===== config.mk =====
export PLATFORM = sky130hd
export DESIGN_NAME = m_cp0
export DESIGN_NICKNAME = d
export VERILOG_FILES = /design/src/rtl/m_cp0.sv
export SDC_FILE = /design/constraint.sdc
export NUM_CORES = 1
export LEC_CHECK = 0
export ABC_AREA = 1
export CAP_MARGIN = 20
export CORE_MARGIN = 2
export CORE_UTILIZATION = 40
export CTS_CLUSTER_SIZE = 24
export DETAILED_ROUTE_END_ITERATION = 12
export PLACE_DENSITY = 0.73
export SKIP_CTS_REPAIR_TIMING = 1
export SLEW_MARGIN = 20
export SYNTH_ARGS = -nofsm -noshare
export SYNTH_HDL_FRONTEND = slang
export SYNTH_SLANG_ARGS = --single-unit

===== constraint.sdc =====
create_clock -name Clk -period 4.2 [get_ports Clk]
set_input_delay 0.63 -clock Clk [delete_from_list [all_inputs] [get_ports Clk]]
set_output_delay 0.63 -clock Clk [all_outputs]
set_load 0.005 [all_outputs]

===== src/rtl/m_cp0.sv =====
// Coprocessor 0 for the M stage: SR/Cause/EPC/PRId, interrupt and exception
// request generation, mtc0 writes, mfc0 reads and eret EXL clearing.
module m_cp0 (
    input  logic        Clk,
    input  logic        Reset,
    input  logic        En,
    input  logic [4:0]  CP0Addr,
    input  logic [31:0] CP0In,
    output logic [31:0] CP0Out,
    input  logic [31:0] VPC,
    input  logic        BDIn,
    input  logic [4:0]  ExcCodeIn,
    input  logic [5:0]  HWInt,
    input  logic        EXLClr,
    output logic [31:0] EPCOut,
    output logic        Req
);

    localparam logic [4:0]  ADDR_SR    = 5'd12;
    localparam logic [4:0]  ADDR_CAUSE = 5'd13;
    localparam logic [4:0]  ADDR_EPC   = 5'd14;
    localparam logic [4:0]  ADDR_PRID  = 5'd15;
    localparam logic [31:0] PRID_VAL   = 32'h2023_0007;

    logic [5:0]  r_im;
    logic        r_exl;
    logic        r_ie;
    logic        r_bd;
    logic [5:0]  r_ip;
    logic [4:0]  r_exccode;
    logic [31:0] r_epc;

    logic        w_int_req;
    logic        w_exc_req;
    logic        w_epc_wr;

    assign w_int_req = ~r_exl & r_ie & (|(HWInt & r_im));
    assign w_exc_req = ~r_exl & (ExcCodeIn != 5'd0);
    assign Req       = Reset & (w_int_req | w_exc_req);
    assign w_epc_wr  = En & (CP0Addr == ADDR_EPC);

    // Forward a same-cycle mtc0 EPC so an eret right behind it sees the new value.
    assign EPCOut = w_epc_wr ? CP0In : r_epc;

    always_ff @(posedge Clk or negedge Reset) begin
        if (!Reset) begin
            r_im      <= '0;
            r_exl     <= 1'b0;
            r_ie      <= 1'b0;
            r_bd      <= 1'b0;
            r_ip      <= '0;
            r_exccode <= '0;
            r_epc     <= '0;
        end else begin
            r_ip <= HWInt;
            if (Req) begin
                r_exl     <= 1'b1;
                r_bd      <= BDIn;
                r_exccode <= w_int_req ? 5'd0 : ExcCodeIn;
                r_epc     <= BDIn ? (VPC - 32'd4) : VPC;
            end else if (EXLClr) begin
                r_exl <= 1'b0;
            end else if (En) begin
                case (CP0Addr)
                    ADDR_SR: begin
                        r_im  <= CP0In[15:10];
                        r_exl <= CP0In[1];
                        r_ie  <= CP0In[0];
                    end
                    ADDR_EPC: r_epc <= CP0In;
                    default: ;
                endcase
            end
        end
    end

    always_comb begin
        CP0Out = '0;
        case (CP0Addr)
            ADDR_SR:    CP0Out = {16'b0, r_im, 8'b0, r_exl, r_ie};
            ADDR_CAUSE: CP0Out = {r_bd, 15'b0, r_ip, 3'b0, r_exccode, 2'b0};
            ADDR_EPC:   CP0Out = r_epc;
            ADDR_PRID:  CP0Out = PRID_VAL;
            default:    CP0Out = '0;
        endcase
    end

endmodule


==> impl_results.html <==
<table>
<tr><th>Metric</th><th>Value</th></tr>
<tr><th colspan="2">Run status</th></tr>
<tr><td>Outcome</td><td>completed</td></tr>
<tr><th colspan="2">Critical path</th></tr>
<tr><td>Startpoint type of the worst setup path</td><td>input port</td></tr>
<tr><td>CP dominant cell by count</td><td>sky130_fd_sc_hd__clkdlybuf4s50_1</td></tr>
<tr><td>Maximum single-stage delay on the critical path</td><td>between 0.5 and 0.6 ns</td></tr>
<tr><td>Biggest fanout along the worst timing path</td><td>27</td></tr>
<tr><td>Family with the most delay on the worst path</td><td>buffers and inverters</td></tr>
<tr><td>Data required time at the worst endpoint</td><td>approximately 3.6 ns</td></tr>
<tr><td>Arr. time, crit path</td><td>roughly 3.1 ns</td></tr>
<tr><td>CP max-delay cell</td><td>sky130_fd_sc_hd__clkdlybuf4s50_1</td></tr>
<tr><td>Kind of end point of the critical path</td><td>primary output</td></tr>
<tr><td>Critical path, cell by cell</td><td>clkdlybuf4s50_1, nor2_4, nand2_4, nor2_8, inv_1, nor2_1, o21bai_1, clkdlybuf4s50_1</td></tr>
<tr><td>Count of buffering cells on the critical path with inverters included</td><td>3</td></tr>
<tr><td>Start-to-end type of the worst setup path</td><td>input port to primary output</td></tr>
<tr><th colspan="2">Yosys</th></tr>
<tr><td>Sequential cell area fraction in the yosys report</td><td>between 30% and 40%</td></tr>
<tr><td>Total nets after synthesis</td><td>737</td></tr>
<tr><td>Number of synthesized flops with an enable pin</td><td>0</td></tr>
<tr><td>Ys Warns</td><td>0</td></tr>
<tr><td>Post-synthesis cell count</td><td>~650</td></tr>
<tr><td>Number of library cell types mapped by synthesis</td><td>30</td></tr>
<tr><td>Synthesized area per cell</td><td>around 6.1 µm²</td></tr>
<tr><td>Most used flip-flop cell after synthesis</td><td>sky130_fd_sc_hd__dfrtp_1</td></tr>
<tr><td>Synth Register Bits</td><td>52</td></tr>
<tr><td>Netlist area before placement</td><td>~4000 µm²</td></tr>
<tr><td>Fraction of synthesis flops using an asynchronous set or reset pin</td><td>between 90% and 100%</td></tr>
<tr><th colspan="2">Final layout</th></tr>
<tr><td>Fraction of layout instances using a drive strength above 1</td><td>approximately 3.0%</td></tr>
<tr><td>Diodes inserted</td><td>0</td></tr>
<tr><td>Final #Nets</td><td>between 800 and 900</td></tr>
<tr><td>Area used by multi-input combinational logic</td><td>approximately 2200 µm²</td></tr>
<tr><td>Filler cell count in the final layout</td><td>about 950</td></tr>
<tr><td>FF+latch area</td><td>1301 µm²</td></tr>
<tr><td>Area growth from synthesis to final layout</td><td>42.94%</td></tr>
<tr><td>Share of the core filled with cells</td><td>58.45%</td></tr>
<tr><td>Non-filler cells in the finished layout</td><td>between 900 and 1000</td></tr>
<tr><th colspan="2">Pwr</th></tr>
<tr><td>Power density over the cells</td><td>~290 nW/µm²</td></tr>
<tr><td>Leakage</td><td>0.002655 µW</td></tr>
<tr><td>Worst VDD drop</td><td>150.4 µV</td></tr>
<tr><th colspan="2">Drt</th></tr>
<tr><td>Drt initial violations</td><td>approximately 320</td></tr>
<tr><td>Routed wire length on met2</td><td>~6 mm</td></tr>
<tr><td>Residual DRC count</td><td>0</td></tr>
<tr><td>Length of routed wiring on met1</td><td>6.793 mm</td></tr>
<tr><td>DR WL/cell</td><td>15.02 µm</td></tr>
<tr><td>Number of iterations in the first detailed-routing pass</td><td>5</td></tr>
<tr><td>Vias</td><td>4763</td></tr>
<tr><td>Met3 routed WL</td><td>slightly above 900 µm</td></tr>
<tr><td>Average via count per standard cell</td><td>5.160</td></tr>
<tr><td>Highest metal layer with signal wires</td><td>met4</td></tr>
<tr><td>Antenna viol nets, final</td><td>0</td></tr>
<tr><td>Total Wirelength</td><td>~14 mm</td></tr>
<tr><th colspan="2">STA</th></tr>
<tr><td>Share of the clock period used by the worst path after layout</td><td>88.69%</td></tr>
<tr><td>Final Setup Violations</td><td>0</td></tr>
<tr><td>Pins Over Slew Limit</td><td>0</td></tr>
<tr><td>Timing-limited maximum frequency</td><td>268.4 MHz</td></tr>
<tr><td>Final-layout setup total negative slack</td><td>0 ns</td></tr>
<tr><td>Crit path time final</td><td>roughly 3.7 ns</td></tr>
<tr><td>Unrepaired setup endpoints after global routing</td><td>no</td></tr>
<tr><td>Transition at the pin with the smallest max-transition slack</td><td>~0.68 ns</td></tr>
<tr><td>Worst slew margin relative to its limit</td><td>~54%</td></tr>
<tr><td>Number of hold-slack violations in the final timing report</td><td>0</td></tr>
<tr><td>Layout Skew</td><td>0.01826 ns</td></tr>
<tr><td>Post-Route Hold Slack</td><td>around 0.46 ns</td></tr>
<tr><th colspan="2">Floorplanning</th></tr>
<tr><td>Core outline area</td><td>just under 10000 µm²</td></tr>
<tr><td>Number of placement rows</td><td>36</td></tr>
<tr><td>Total I/O pin count</td><td>150</td></tr>
<tr><td>Die area</td><td>approximately 11000 µm²</td></tr>
<tr><td>Die X-Extent</td><td>103.5 µm</td></tr>
<tr><td>Starting utilization of the core area</td><td>between 40 and 50%</td></tr>
<tr><td>Y dimension of the die</td><td>approximately 100 µm</td></tr>
<tr><th colspan="2">GRT</th></tr>
<tr><td>Pin count of the biggest net entering global routing</td><td>54</td></tr>
<tr><td>Global-route congestion overflow total</td><td>0</td></tr>
<tr><td>GRT Total Usage</td><td>around a quarter</td></tr>
<tr><td>Number of global-route vias before repair</td><td>4457</td></tr>
<tr><td>Initial antenna violation count</td><td>0</td></tr>
<tr><td>First-pass GRT wire length</td><td>22.77 mm</td></tr>
<tr><th colspan="2">Placement</th></tr>
<tr><td>Final weighted congestion in routability-driven placement</td><td>about 0.93</td></tr>
<tr><td>Number of buffer cells added on primary ports</td><td>around 150</td></tr>
<tr><td>DPL Wire Length</td><td>10.86 mm</td></tr>
<tr><td>Placed Instances</td><td>slightly above 900</td></tr>
<tr><th colspan="2">Worst hold path</th></tr>
<tr><td>Worst min-delay path category</td><td>input port to asynchronous set/reset pin</td></tr>
<tr><th colspan="2">Clocking</th></tr>
<tr><td>Number of buffers on the longest clock path</td><td>2</td></tr>
<tr><td>Clock edge transition at the registers on the reported setup and hold paths</td><td>roughly 0.11 ns</td></tr>
<tr><td>Later-pin clock latency in the skew report</td><td>about 0.31 ns</td></tr>
<tr><td>Clock tree from TritonCTS</td><td>done</td></tr>
<tr><td>Depth of the CTS H-tree</td><td>2</td></tr>
<tr><td>Clock Tree Root</td><td>sky130_fd_sc_hd__clkbuf_8</td></tr>
<tr><td>Num Clock Sinks</td><td>52</td></tr>
<tr><td>TritonCTS buffer count</td><td>5</td></tr>
<tr><th colspan="2">Run</th></tr>
<tr><td>Reported max-cap violation count</td><td>0</td></tr>
</table>
[layout by cell type, fill, tap and decap left out, types with 4 or more instances in the layout]
master	instances
sky130_fd_sc_hd__nor2_1	84
sky130_fd_sc_hd__buf_4	6
sky130_fd_sc_hd__o21ai_0	58
sky130_fd_sc_hd__nand2_1	220
sky130_fd_sc_hd__xor2_1	7
sky130_fd_sc_hd__clkbuf_8	6
sky130_fd_sc_hd__dfrtp_1	52
sky130_fd_sc_hd__clkdlybuf4s50_1	148
sky130_fd_sc_hd__nand4_1	18
sky130_fd_sc_hd__inv_1	85
sky130_fd_sc_hd__o211ai_1	4
sky130_fd_sc_hd__nand3_1	66
[path summary, 6_finish.rpt]
kind / start / endpoint / slack (ns) / depth (start not counted)
worst min-delay path: Reset / r_ie$_DFFE_PN0P_ / 0.46 / 2
max in group asynchronous: Reset / r_epc[27]$_DFFE_PN0P_ / 3.27 / 2
worst min register to register: r_epc[27]$_DFFE_PN0P_ / r_epc[27]$_DFFE_PN0P_ / 0.48 / 2
worst max register to register: r_im[1]$_DFFE_PN0P_ / r_epc[4]$_DFFE_PN0P_ / 2.11 / 10
min in group Clk: r_epc[27]$_DFFE_PN0P_ / r_epc[27]$_DFFE_PN0P_ / 0.48 / 2
worst max-delay path: CP0Addr[0] / EPCOut[14] / 0.47 / 8
[Yosys cell counts (2+ instances only)]
master | number | share of area, %
sky130_fd_sc_hd__or2_2 | 2 | 0.32
sky130_fd_sc_hd__o211ai_1 | 4 | 0.76
sky130_fd_sc_hd__o21ai_0 | 58 | 7.3
sky130_fd_sc_hd__nand3_1 | 66 | 8.3
sky130_fd_sc_hd__inv_1 | 85 | 8.1
sky130_fd_sc_hd__buf_1 | 2 | 0.19
sky130_fd_sc_hd__xnor2_1 | 3 | 0.66
sky130_fd_sc_hd__nand4_1 | 18 | 2.8
sky130_fd_sc_hd__buf_2 | 10 | 1.3
sky130_fd_sc_hd__o22ai_1 | 3 | 0.47
sky130_fd_sc_hd__clkbuf_1 | 9 | 0.85
sky130_fd_sc_hd__nor3_1 | 3 | 0.38
sky130_fd_sc_hd__buf_6 | 3 | 0.85
sky130_fd_sc_hd__nor2_1 | 85 | 8.1
sky130_fd_sc_hd__o21ai_1 | 3 | 0.38
sky130_fd_sc_hd__o221ai_1 | 3 | 0.66
sky130_fd_sc_hd__xor2_1 | 7 | 1.5
sky130_fd_sc_hd__o21bai_1 | 3 | 0.57
sky130_fd_sc_hd__dfrtp_1 | 52 | 33
sky130_fd_sc_hd__nand2_1 | 220 | 21
sky130_fd_sc_hd__nand3b_1 | 3 | 0.57
[worst register-to-register path, cell delays in order (launching register included)]
cell	delay [ns]
sky130_fd_sc_hd__dfrtp_1	0.40
sky130_fd_sc_hd__nand2_1	0.06
sky130_fd_sc_hd__nand2_1	0.07
sky130_fd_sc_hd__nor2_1	0.04
sky130_fd_sc_hd__nand2_1	0.06
sky130_fd_sc_hd__nand2_1	0.17
sky130_fd_sc_hd__a21boi_2	0.30
sky130_fd_sc_hd__buf_4	0.43
sky130_fd_sc_hd__o21ai_0	0.30
sky130_fd_sc_hd__nand2_1	0.11
sky130_fd_sc_hd__nand2_1	0.05
[kinds of logic (layout without fill, tap and decap cells)]
group / after synthesis / count (layout) / synth area share (%)
AND/OR/NAND/NOR: 401 / 401 / 42.59
adder cells (fa/ha/maj): 1 / 1 / 0.3159
XOR/XNOR: 10 / 10 / 2.212
AO/OA/AOI/OAI: 77 / 77 / 10.71
buffers and inverters: 110 / 249 / 11.31
flip-flops: 52 / 52 / 32.86
[power breakdown]
| group | total (µW) | internal [µW] | switching, µW |
|---|---|---|---|
| clock network | 374 | 195 | 178 |
| registers | 661 | 601 | 59.8 |
| logic | 629 | 320 | 309 |
| total | 1660 | 1120 | 547 |
[stage by stage]
step	setup slack [ns]	cell area [µm²]	power [µW]
after floorplan	1.951	3960	933.1
after global placement	0.5834	5539	1281
after detailed placement	0.5030	5539	1293
after CTS	0.4894	5660	1666
after global routing	0.3074	5660	1771
final	0.4749	5660	1663
[final cells by class]
class                   instances  area share, %
inverters                      86          5.703
flip-flops and latches         52          22.99
clock inverters                 2         0.6852
repair buffers                155          27.06
multi-input cells             489          39.17
clock buffers                   6          1.459
well taps                     133          2.940
[layer usage]
layer,vias to the layer above,global-route usage [%]
li1,2340,-
met1,2198,39.16
met2,208,39.26
met3,17,3.272
met4,0,6.081
met5,-,0
[sequential cells by signal, summed over array words and instances (netlist names)]
signal and flops:
r_epc 32, r_im 6, r_ie 1, r_ip 6
r_bd 1, r_exl 1, r_exccode 5
No activity file was read; power rests on OpenSTA's default activity.
